===== src/rtl/mk_search_sched.sv =====
// Two-requester round-robin scheduler for a 4-bit pattern search over an 8-bit word.
// One offset is compared per cycle; the match count is presented until the consumer takes it.
module mk_search_sched #(
    parameter int CNT_W = 4
) (
    input  logic             CLK,
    input  logic             RST_N,
    input  logic             req_a_valid,
    input  logic [3:0]       req_a_str,
    input  logic [7:0]       req_a_data,
    output logic             req_a_ready,
    input  logic             req_b_valid,
    input  logic [3:0]       req_b_str,
    input  logic [7:0]       req_b_data,
    output logic             req_b_ready,
    input  logic             abort,
    output logic             res_valid,
    input  logic             res_ready,
    output logic             res_id,
    output logic [CNT_W-1:0] res_count,
    output logic             busy
);

    typedef enum logic [1:0] {IDLE, SCAN, DONE} state_t;

    state_t           state_reg, state_next;
    logic [2:0]       off_reg;
    logic [3:0]       str_reg;
    logic [7:0]       data_reg;
    logic             id_reg;
    logic [CNT_W-1:0] cnt_reg;
    logic             last_b_reg;
    logic [CNT_W-1:0] res_count_reg;
    logic             res_id_reg;

    logic             grant_a, grant_b, accept, hit;
    logic [3:0]       nib;

    // On contention the requester that was not served last wins.
    assign grant_a     = req_a_valid & (~req_b_valid | last_b_reg);
    assign grant_b     = req_b_valid & (~req_a_valid | ~last_b_reg);
    assign req_a_ready = RST_N & (state_reg == IDLE) & grant_a;
    assign req_b_ready = RST_N & (state_reg == IDLE) & grant_b;
    assign accept      = req_a_ready | req_b_ready;

    always_comb begin
        nib = data_reg[7:4];
        case (off_reg)
            3'd0:    nib = data_reg[3:0];
            3'd1:    nib = data_reg[4:1];
            3'd2:    nib = data_reg[5:2];
            3'd3:    nib = data_reg[6:3];
            default: nib = data_reg[7:4];
        endcase
    end

    assign hit = (nib == str_reg);

    always_comb begin
        state_next = state_reg;
        case (state_reg)
            IDLE:    if (accept) state_next = SCAN;
            SCAN: begin
                if (abort)                state_next = IDLE;
                else if (off_reg == 3'd4) state_next = DONE;
            end
            DONE:    if (res_ready) state_next = IDLE;
            default: state_next = IDLE;
        endcase
    end

    always_ff @(posedge CLK or negedge RST_N) begin
        if (!RST_N) begin
            state_reg     <= IDLE;
            off_reg       <= '0;
            str_reg       <= '0;
            data_reg      <= '0;
            id_reg        <= 1'b0;
            cnt_reg       <= '0;
            last_b_reg    <= 1'b1;
            res_count_reg <= '0;
            res_id_reg    <= 1'b0;
        end else begin
            state_reg <= state_next;
            case (state_reg)
                IDLE: begin
                    if (accept) begin
                        str_reg    <= req_b_ready ? req_b_str  : req_a_str;
                        data_reg   <= req_b_ready ? req_b_data : req_a_data;
                        id_reg     <= req_b_ready;
                        last_b_reg <= req_b_ready;
                        cnt_reg    <= '0;
                        off_reg    <= '0;
                    end
                end
                SCAN: begin
                    if (abort) begin
                        cnt_reg <= '0;
                        off_reg <= '0;
                    end else begin
                        cnt_reg <= cnt_reg + CNT_W'(hit);
                        off_reg <= (off_reg == 3'd4) ? 3'd0 : off_reg + 3'd1;
                        // Result registers only change on entry to DONE so they hold elsewhere.
                        if (off_reg == 3'd4) begin
                            res_count_reg <= cnt_reg + CNT_W'(hit);
                            res_id_reg    <= id_reg;
                        end
                    end
                end
                default: ;
            endcase
        end
    end

    assign res_valid = (state_reg == DONE);
    assign busy      = (state_reg != IDLE);
    assign res_count = res_count_reg;
    assign res_id    = res_id_reg;

endmodule


===== config.mk =====
export PLATFORM = sky130hd
export DESIGN_NAME = mk_search_sched
export DESIGN_NICKNAME = d
export VERILOG_FILES = /design/src/rtl/mk_search_sched.sv
export SDC_FILE = /design/constraint.sdc
export NUM_CORES = 1
export LEC_CHECK = 0
export CORE_MARGIN = 2
export CORE_UTILIZATION = 35
export CTS_CLUSTER_SIZE = 24
export DETAILED_ROUTE_END_ITERATION = 12
export DONT_BUFFER_PORTS = 1
export PLACE_DENSITY = 0.53
export SLEW_MARGIN = 40
export SYNTH_ARGS = -nofsm -noshare
export SYNTH_HDL_FRONTEND = slang
export SYNTH_SLANG_ARGS = --single-unit

===== constraint.sdc =====
create_clock -name CLK -period 3.7 [get_ports CLK]
set_clock_uncertainty 0.2 [all_clocks]
set_input_delay 0.74 -clock CLK [delete_from_list [all_inputs] [get_ports CLK]]
set_output_delay 0.74 -clock CLK [all_outputs]
set_load 0.005 [all_outputs]

# ---- Yosys cells after proc, flatten, opt, wreduce, memory -nomap -nowiden
# Index checks and enable logic that the tools add are counted.
dict set report classes {
  n_reduce_logical 8
  n_eq_ne 10
  bitwise 12
  add_sub_neg 2
  muxes 15
}
# cell count
set op_table {}
lappend op_table {{4-bit case mux with 4 select lines} 1}
lappend op_table {{4-bit two-way mux} 3}
lappend op_table {{3-bit two-way mux} 3}
lappend op_table {{2-bit two-way mux} 4}
lappend op_table {{8-bit two-way mux} 1}
lappend op_table {{4-bit case mux with 2 select lines} 1}
lappend op_table {{3-bit by 2-bit == test with 1-bit output, second input constant} 2}
lappend op_table {{2-bit case mux with 3 select lines} 1}
lappend op_table {{3-bit case mux with 2 select lines} 1}
lappend op_table {{3-bit AND reduction} 2}
lappend op_table {{1-bit AND} 5}
lappend op_table {{4-bit by 1-bit adder with 4-bit output} 1}
lappend op_table {{4-bit == test} 1}
lappend op_table {{1-bit inverter} 4}
lappend op_table {{2-bit AND reduction} 2}
lappend op_table {{2-bit nonzero test} 2}
lappend op_table {{3-bit by 1-bit adder with 3-bit output, second input constant} 1}
lappend op_table {{3-bit by 1-bit == test with 1-bit output, second input constant} 1}
lappend op_table {{3-bit == test, second input constant} 1}
lappend op_table {{3-bit logical NOT} 1}
lappend op_table {{3-bit inequality test, second input constant} 1}
lappend op_table {{1-bit bitwise OR} 3}
lappend op_table {{2-bit by 1-bit == test with 1-bit output, second input constant} 1}
lappend op_table {{2-bit == test, second input constant} 1}
lappend op_table {{3 further kinds} 3}
dict set report word_totals {
  regBits 28
  output_inout_bits 9
  word_cells 56
  input_bits 30
}

# ---- Logic depth before layout (Yosys ltp)
# Gate-level depths: netlist (run 1).
dict set report depth {
  depth_word 7
  ltp_mapped 11
}

# ---- Worst setup path after synthesis (run 1)
# No wires, ideal clock.
dict set report synth_timing {
  path_kind {register to register}
  from {reg off_reg[0]}
  to {reg res_count_reg[1] (netlist: res_count[1])}
  path_buffers 0
  slack_ns 1.289
  synth_period_minus_slack_ns 2.411
  required_time_ns 3.375
  stages_incl_launch_ff 10
  t_arrival_ns 2.085
  path_cell_list {dfrtp_1 ha_1 ha_1 a22oi_1 a31oi_1 xnor2_1 and4_1 ha_1 ha_1 mux2_4}
}
dict set report synth_between {
  elab_chain_cells 4
  elab_cells_between_ends 9
  cone_classes {1 x add/sub; 5 x eq/ne; 1 x mux; 2 x reduce/logical}
}
# item line
set synth_rtl {}
lappend synth_rtl {{start, declared} 27} ;# logic [2:0] off_reg;
lappend synth_rtl {{start signal, assigned} 102} ;# off_reg <= (off_reg == 3'd4) ? 3'd0 : off_reg + 3'd1;
lappend synth_rtl {{3-bit by 2-bit == test with 1-bit output (tied with other cells)} 48} ;# case (off_reg)
lappend synth_rtl {{4-bit case mux with 4 select lines} 48}
lappend synth_rtl {{4-bit == test} 57} ;# assign hit = (nib == str_reg);
lappend synth_rtl {{4-bit by 1-bit adder with 4-bit output} 105} ;# res_count_reg <= cnt_reg + CNT_W'(hit);
lappend synth_rtl {{end signal, assigned} 105}
lappend synth_rtl {{end, declared} 33} ;# logic [CNT_W-1:0] res_count_reg;
# Parallel ways exist; a longest one is shown, timed or not.
# A chain may end at the register's enable or synchronous reset.

# ---- Worst setup path after layout (run 1)
# Same ends and word-level chain as after synthesis.

==> run summary, run 1 <==
Status -> complete, no violations
Comb pwr share -> 26.5%
Switching pwr -> 0.000297 W
Multi-input logic area -> 783 sq um
Post-route ant nets -> 0
Most used cell, CP -> ha_1
Postcts setup bufs -> 0
CP startpoint kind -> flip-flop
Power per cell area -> 568 nW/um^2
DRT Pass-1 Iters -> 4
Critical path class -> reg2reg
Leakage dissipation -> 0.830 nW
Cell Area, Synth -> 1530 sq um
Final Cell Area -> 1660 sq um
Sequential share of power -> 47.2%
Max Fanout on Critical Path -> 5
Clock Power Share -> 26.4%
CP Capture Type -> flip-flop
CP peak stage delay -> 0.43 ns
Clk pin slew, worst setup/hold paths -> 0.10 ns
Die Area -> 4900 sq um
Number of filler cells placed in the layout -> 423
Ys flop type -> dfrtp_1
Die width -> 70.0 microns
Post-route DRC -> 0
Vias per cell -> 5.41
Mapped Nets -> 182
Warnings from Yosys -> 0
Share of layout cells above drive strength 1 -> 10.2%
WL/cell -> 15.8 microns
TritonCTS buffer count -> 3
Cell internal pwr -> 0.000647 W
Synth cell types -> 30
I/O pins -> 39
Setup violators final -> 0
Placed cell count -> 194
Max-slew violation count -> 0
Util after Layout -> 38.9%
Port bufs -> 0
Storage cell area -> 702 sq um
Sequential area share after synthesis -> 46.0%
Resize count post-CTS -> 0
Reg2reg start -> off_reg[0]
Fin crit share -> 69.4%
Setup TNS -> 0 ns
Starting density of the core -> 35.8%
Clk buf depth -> 2
Max reg flops -> 8
Global-route wire length before repair -> 5300 microns
Non-filler cells, final -> 199
Nets@finish -> 185
Critical path, cell by cell -> ha_1 -> ha_1 -> a22oi_1 -> a31oi_1 -> xnor2_1 -> and4_1 -> ha_1 -> ha_1 -> mux2_4
Core area -> 4260 sq um
Mapped Avg Cell Area -> 10.5 sq um
Critical Path RT -> 3.68 ns
CTS Hold Buffers Added -> 1
Fin worst setup slack -> 1.13 ns
Initial antenna violation count -> 0
Largest net degree at the start of global routing -> 28
CTS tree -> done
Post-Syn Instances -> 145
Clock Tree Root -> clkbuf_8
CTS sink cnt -> 28
Switching share of power -> 31.4%
Routed WL -> 3140 microns
Post-synth EDFFs -> 0
Rows -> 24
H-tree levels -> 1
Placer Congestion -> 0.885
Iteration-0 DRC Markers -> 45
DP Area -> 1570 sq um
Total of max-cap violations -> 0
Async S/R FF share, synth -> 100%
Vias in the first global route -> 1,061
Vias -> 1,077
GRT overflow -> 0
Peak Freq -> 390 MHz
Crit path from -> off_reg[0]
Final critical-path required period -> 2.57 ns
Setup repair after global routing missed its margin -> false
Estimated wirelength of the detail-placed design -> 2360 microns
HP Class -> in2async
Die H -> 70.0 microns
#FFs+latches synth -> 28
Setup WS pre-CTS -> 1.16 ns
Clock latency on the worst-skew pair -> 0.29 ns
Total GRT Usage -> 13.9%
Max stage delay cell, worst path -> dfrtp_1
Final hold vios -> 0
WP data arrival -> 2.54 ns
Least-Margin Pin Slew -> 0.697 ns
Syn-to-layout area delta -> 8.86%
VDD IR max -> 186 uV
Worst relative slew slack -> 53.4%
Ant diodes -> 0
placed cells by master (no fill, tap or decap), drive strengths merged, types with 2 or more instances in the layout:
cell type  Yosys  layout
a21oi          4       4
a22o           2       2
a22oi          8       8
a31oi          4       4
clkbuf         0       3
dfrtp         27      27
ha             7       7
inv            5       5
mux2           3       3
mux2i         12      12
nand2         23      23
nand3          2       2
nor2           5       5
nor2b          6       6
o21ai         17      17
or2            2       2
xnor2          5       5
kinds of logic after synthesis:
| family | count (synthesis) | synth area share, % |
|---|---|---|
| fa+ha+maj | 7 | 5.74 |
| compound gates | 37 | 14.8 |
| buf+inv | 8 | 2.63 |
| xor+xnor | 6 | 3.45 |
| mux | 15 | 10.8 |
| flops | 28 | 46.0 |
| simple gates | 44 | 16.6 |
metal layers:
metal | global-route usage [%] | wire [microns] | up-vias
li1 | - | - | 515
met1 | 18.7 | 1430 | 522
met2 | 22.1 | 1530 | 34
met3 | 2.60 | 133 | 6
met4 | 5.56 | 45 | 0
met5 | 0 | 0 | -
synthesized netlist by cell type, types with 2 or more instances:
cell / count / area, sq um
nor2b_1: 6 / 37.5
mux2_4: 3 / 45.0
mux2i_1: 12 / 120
a21oi_1: 4 / 20.0
o21ai_0: 17 / 85.1
buf_2: 2 / 10.0
nor2_1: 4 / 15.0
a22oi_1: 8 / 60.1
nand2_1: 23 / 86.3
xnor2_1: 5 / 43.8
inv_1: 5 / 18.8
dfrtp_1: 27 / 676
or2_2: 2 / 12.5
ha_1: 7 / 87.6
a31oi_1: 4 / 25.0
a22o_1: 2 / 17.5
worst max-delay path, delay by kind of cell, from the launching register on:
family                   cells  cell delay [ns]
multiplexers                 1             0.26
adder cells (fa/ha/maj)      4             0.94
AND/OR/NAND/NOR              1             0.20
flip-flops                   1             0.43
AO/OA/AOI/OAI                2             0.29
XOR/XNOR                     1             0.14
per-stage QoR:
stage          total power (W)  hold slack [ns]
2_1_floorplan         0.000638            0.244
3_3_place_gp          0.000690            0.245
3_5_place_dp          0.000698            0.245
4_1_cts               0.000957           0.0581
5_1_grt                0.00102           0.0495
6_report              0.000943           0.0567
power by group through the flow:
stage / Sequential (W) / Combinational, W / Clock (W)
floorplan: 0.000428 / 0.000210 / 0
global placement: 0.000450 / 0.000240 / 0
detailed placement: 0.000452 / 0.000246 / 0
CTS: 0.000446 / 0.000255 / 0.000256
global route: 0.000457 / 0.000292 / 0.000270
finish: 0.000445 / 0.000250 / 0.000249
path summary, 6_finish.rpt:
| path | slack, ns | cells after the start | endpoint |
|---|---|---|---|
| worst min register to register | 0.28 | 2 | last_b_reg |
| worst max-delay path | 1.13 | 9 | res_count[1] |
| max in group asynchronous | 3.08 | 1 | data_reg[5] |
| min in group CLK | 0.28 | 2 | last_b_reg |
| worst min-delay path | 0.06 | 1 | res_count[3] |
| worst max register to register | 1.13 | 9 | res_count[1] |
area by class of cell:
cell class	instances	area share (%)
multi-input combinational	109	47.2
sequential	28	42.3
tap	52	3.92
clock buffer	3	2.49
clock inverter	1	1.81
timing repair buffer	1	1.21
inverter	5	1.13
(Power assumes the default switching activity.)
==> run 2, diff against run 1 <==
- PLACE_DENSITY: 0.53 -> 0.55
- clock period: 3.7 -> 2.28 ns (I/O delays scaled with it)
==> run summary, run 2 (synthesis results as in run 1) <==
Hold wc startpoint -> req_b_valid
Routed WL -> 3340 microns (+6.5%)
Setup WS pre-CTS -> -0.156 ns (-1.31 ns)
Least-Margin Pin Slew -> 0.388 ns (-0.309 ns)
Final hold slack -> 0.118 ns (+0.0616 ns)
Power per cell area -> 834 nW/um^2 (+47%)
Comb pwr share -> 33.2% (+6.7 points)
Max reg flops -> 8 (unchanged)
HP Class -> in2reg
Ant diodes -> 0 (unchanged)
Hold path endpoint -> last_b_reg
Core area -> 4260 sq um (unchanged)
Nets@finish -> 198 (+7.0%)
Post-route ant nets -> 0 (unchanged)
Reg2reg path depth -> 11 (+2)
Worst relative slew slack -> 74.1% (+21 points)
Share of layout cells above drive strength 1 -> 28.7% (+19 points)
Peak Freq -> 407 MHz (+4.5%)
Clock Power Share -> 20.2% (-6.2 points)
Global-route wire length before repair -> 5580 microns (+5.3%)
DRT Pass-1 Iters -> 4 (unchanged)
VDD IR max -> 279 uV (+50%)
Total GRT Usage -> 14.6% (+0.69 points)
Switching share of power -> 33.6% (+2.1 points)
I/O pins -> 39 (unchanged)
Setup repair after global routing missed its margin -> true
Clk pin slew, worst setup/hold paths -> 0.10 ns (about the same)
Fin crit share -> 108% (+38 points)
Status -> complete, but fails checks
Die width -> 70.0 microns (unchanged)
CP Capture Type -> flip-flop
WP data arrival -> 2.43 ns (-0.11 ns)
Max stage delay cell, worst path -> dfrtp_2
Die H -> 70.0 microns (unchanged)
Switching pwr -> 0.000528 W (+78%)
Die Area -> 4900 sq um (unchanged)
Final hold vios -> 0 (unchanged)
CP startpoint kind -> flip-flop
Leakage dissipation -> 0.881 nW (+6.2%)
Commonest non-fill, non-tap cell in the layout -> dfrtp_1
M1 WL -> 1470 microns (+2.4%)
TritonCTS buffer count -> 3 (unchanged)
Vias in the first global route -> 1,132 (+6.7%)
CP Buf/Inv Count -> 1 (+1)
Total of max-cap violations -> 0 (unchanged)
Largest net degree at the start of global routing -> 29 (+3.6%)
Setup TNS -> -0.832 ns (-0.832 ns)
WL/cell -> 15.8 microns (about the same)
CTS tree -> done
Fin worst setup slack -> -0.175 ns (-1.31 ns)
WL met2 -> 1680 microns (+9.8%)
Crit path depth -> 11 (+2)
Critical path class -> reg2reg
Port bufs -> 0 (unchanged)
CTS sink cnt -> 28 (unchanged)
Post-route DRC -> 0 (unchanged)
Highest metal used -> met4
Kind of cell with the highest combined delay on the critical path -> adder cells
Critical path, cell by cell -> ha_4 -> ha_4 -> a22oi_1 -> a31oi_1 -> xnor2_1 -> and4_1 -> ha_4 -> ha_4 -> buf_12 -> xnor2_2 -> a21oi_1
Iteration-0 DRC Markers -> 57 (+27%)
Sequential share of power -> 46.6% (-0.6 points)
Critical Path RT -> 2.25 ns (-1.43 ns)
Vias -> 1,119 (+3.9%)
CP peak stage delay -> 0.46 ns (+0.03 ns)
Max Fanout on Critical Path -> 4 (-1)
Cell depth of the worst hold path -> 2
Starting density of the core -> 35.8% (unchanged)
Vias per cell -> 5.28 (-2.5%)
Rows -> 24 (unchanged)
Max-slew violation count -> 0 (unchanged)
R2r setup slk -> -0.18 ns (-1.31 ns)
Setup violators final -> 7 (+7)
Placer Congestion -> 0.868 (-1.9%)
H-tree levels -> 1 (unchanged)
Syn-to-layout area delta -> 23.7%
Cell internal pwr -> 0.00105 W (+62%)
Number of filler cells placed in the layout -> 419 (-0.95%)
Estimated wirelength of the detail-placed design -> 2380 microns (+0.99%)
Reg2reg start -> off_reg[1]
Detail Route met3 WL -> 149 microns (+12%)
GRT overflow -> 0 (unchanged)
Most frequent cells in the layout -> dfrtp_1, nand2_1, o21ai_0, mux2i_1, buf_4
Initial antenna violation count -> 0 (unchanged)
Violated checks -> negative setup slack
Clock latency on the worst-skew pair -> 0.28 ns (about the same)
Final critical-path required period -> 2.46 ns (-0.111 ns)
Clk buf depth -> 2 (unchanged)
Most used cell, CP -> ha_4
Clock Tree Root -> clkbuf_8
R2r endpoint -> res_count[2]
-- run 2: cell count changes in the layout (fill, tap and decap cells not counted), sizes merged --
| cell | change |
|---|---|
| bufinv | -1 |
| clkbuf | +1 |
| dlygate4sd3 | +1 |
| buf | +12 |
-- run 2: power groups by stage --
stage	clock network [W]	registers, W	logic (W)
finish	0.000317	0.000734	0.000523
global route	0.000350	0.000753	0.000595
CTS	0.000329	0.000727	0.000475
detailed placement	0	0.000732	0.000420
global placement	0	0.000729	0.000411
floorplan	0	0.000695	0.000347
-- run 2: worst reg2reg max path, stage by stage, from the launching register on --
cell and delay [ns]:
dfrtp_2 0.46, ha_4 0.18, ha_4 0.17, a22oi_1 0.16, a31oi_1 0.13, xnor2_1 0.14, and4_1 0.21, ha_4 0.18
ha_4 0.17, buf_12 0.12, xnor2_2 0.14, a21oi_1 0.08
-- run 2: repair_timing --
item / CTS / global route
resized for setup: 11 / 12
buffers inserted: 2 / 6
setup endpoints to repair: 7 / 9
pin swaps: 10 / 12
endpoints found under the hold margin: 28 / 0
hold buffers: 2 / 0
-- run 2: stage by stage --
| stage | cells | total power, W | cell area (sq um) | util, % |
|---|---|---|---|---|
| detailed placement | 198 | 0.00115 | 1630 | 38.2 |
| finish | 212 | 0.00157 | 1890 | 44.2 |
| floorplan | 145 | 0.00104 | 1560 | - |
| global route | 212 | 0.00170 | 1890 | 44.2 |
| global placement | 198 | 0.00114 | 1630 | 38.2 |
| CTS | 206 | 0.00153 | 1770 | 41.6 |
-- run 2: layer usage --
metal / track usage, % / vias up
met5: 0 / -
met4: 5.13 / 0
met3: 2.89 / 5
met2: 24.7 / 32
met1: 18.6 / 542
li1: - / 540
-- run 2: how the worst max path moves through the flow --
stage	slack (ns)	from	to
2_1_floorplan	-0.02	off_reg[1]	res_count[1]
3_3_place_gp	-0.15	off_reg[1]	res_count[1]
3_5_place_dp	-0.16	off_reg[0]	res_count[1]
4_1_cts	-0.14	off_reg[1]	res_count[1]
5_1_grt	-0.28	off_reg[1]	res_count[2]
6_report	-0.18	off_reg[1]	res_count[2]
-- run 2: area by class of cell --
type	instances	area, sq um	share of cell area [%]
repair buffers	14	133	7.03
flip-flops and latches	28	704	37.3
multi-input cells	109	911	48.3
well taps	52	65.1	3.45
inverters	5	18.8	0.995
clock buffers	4	55.1	2.92
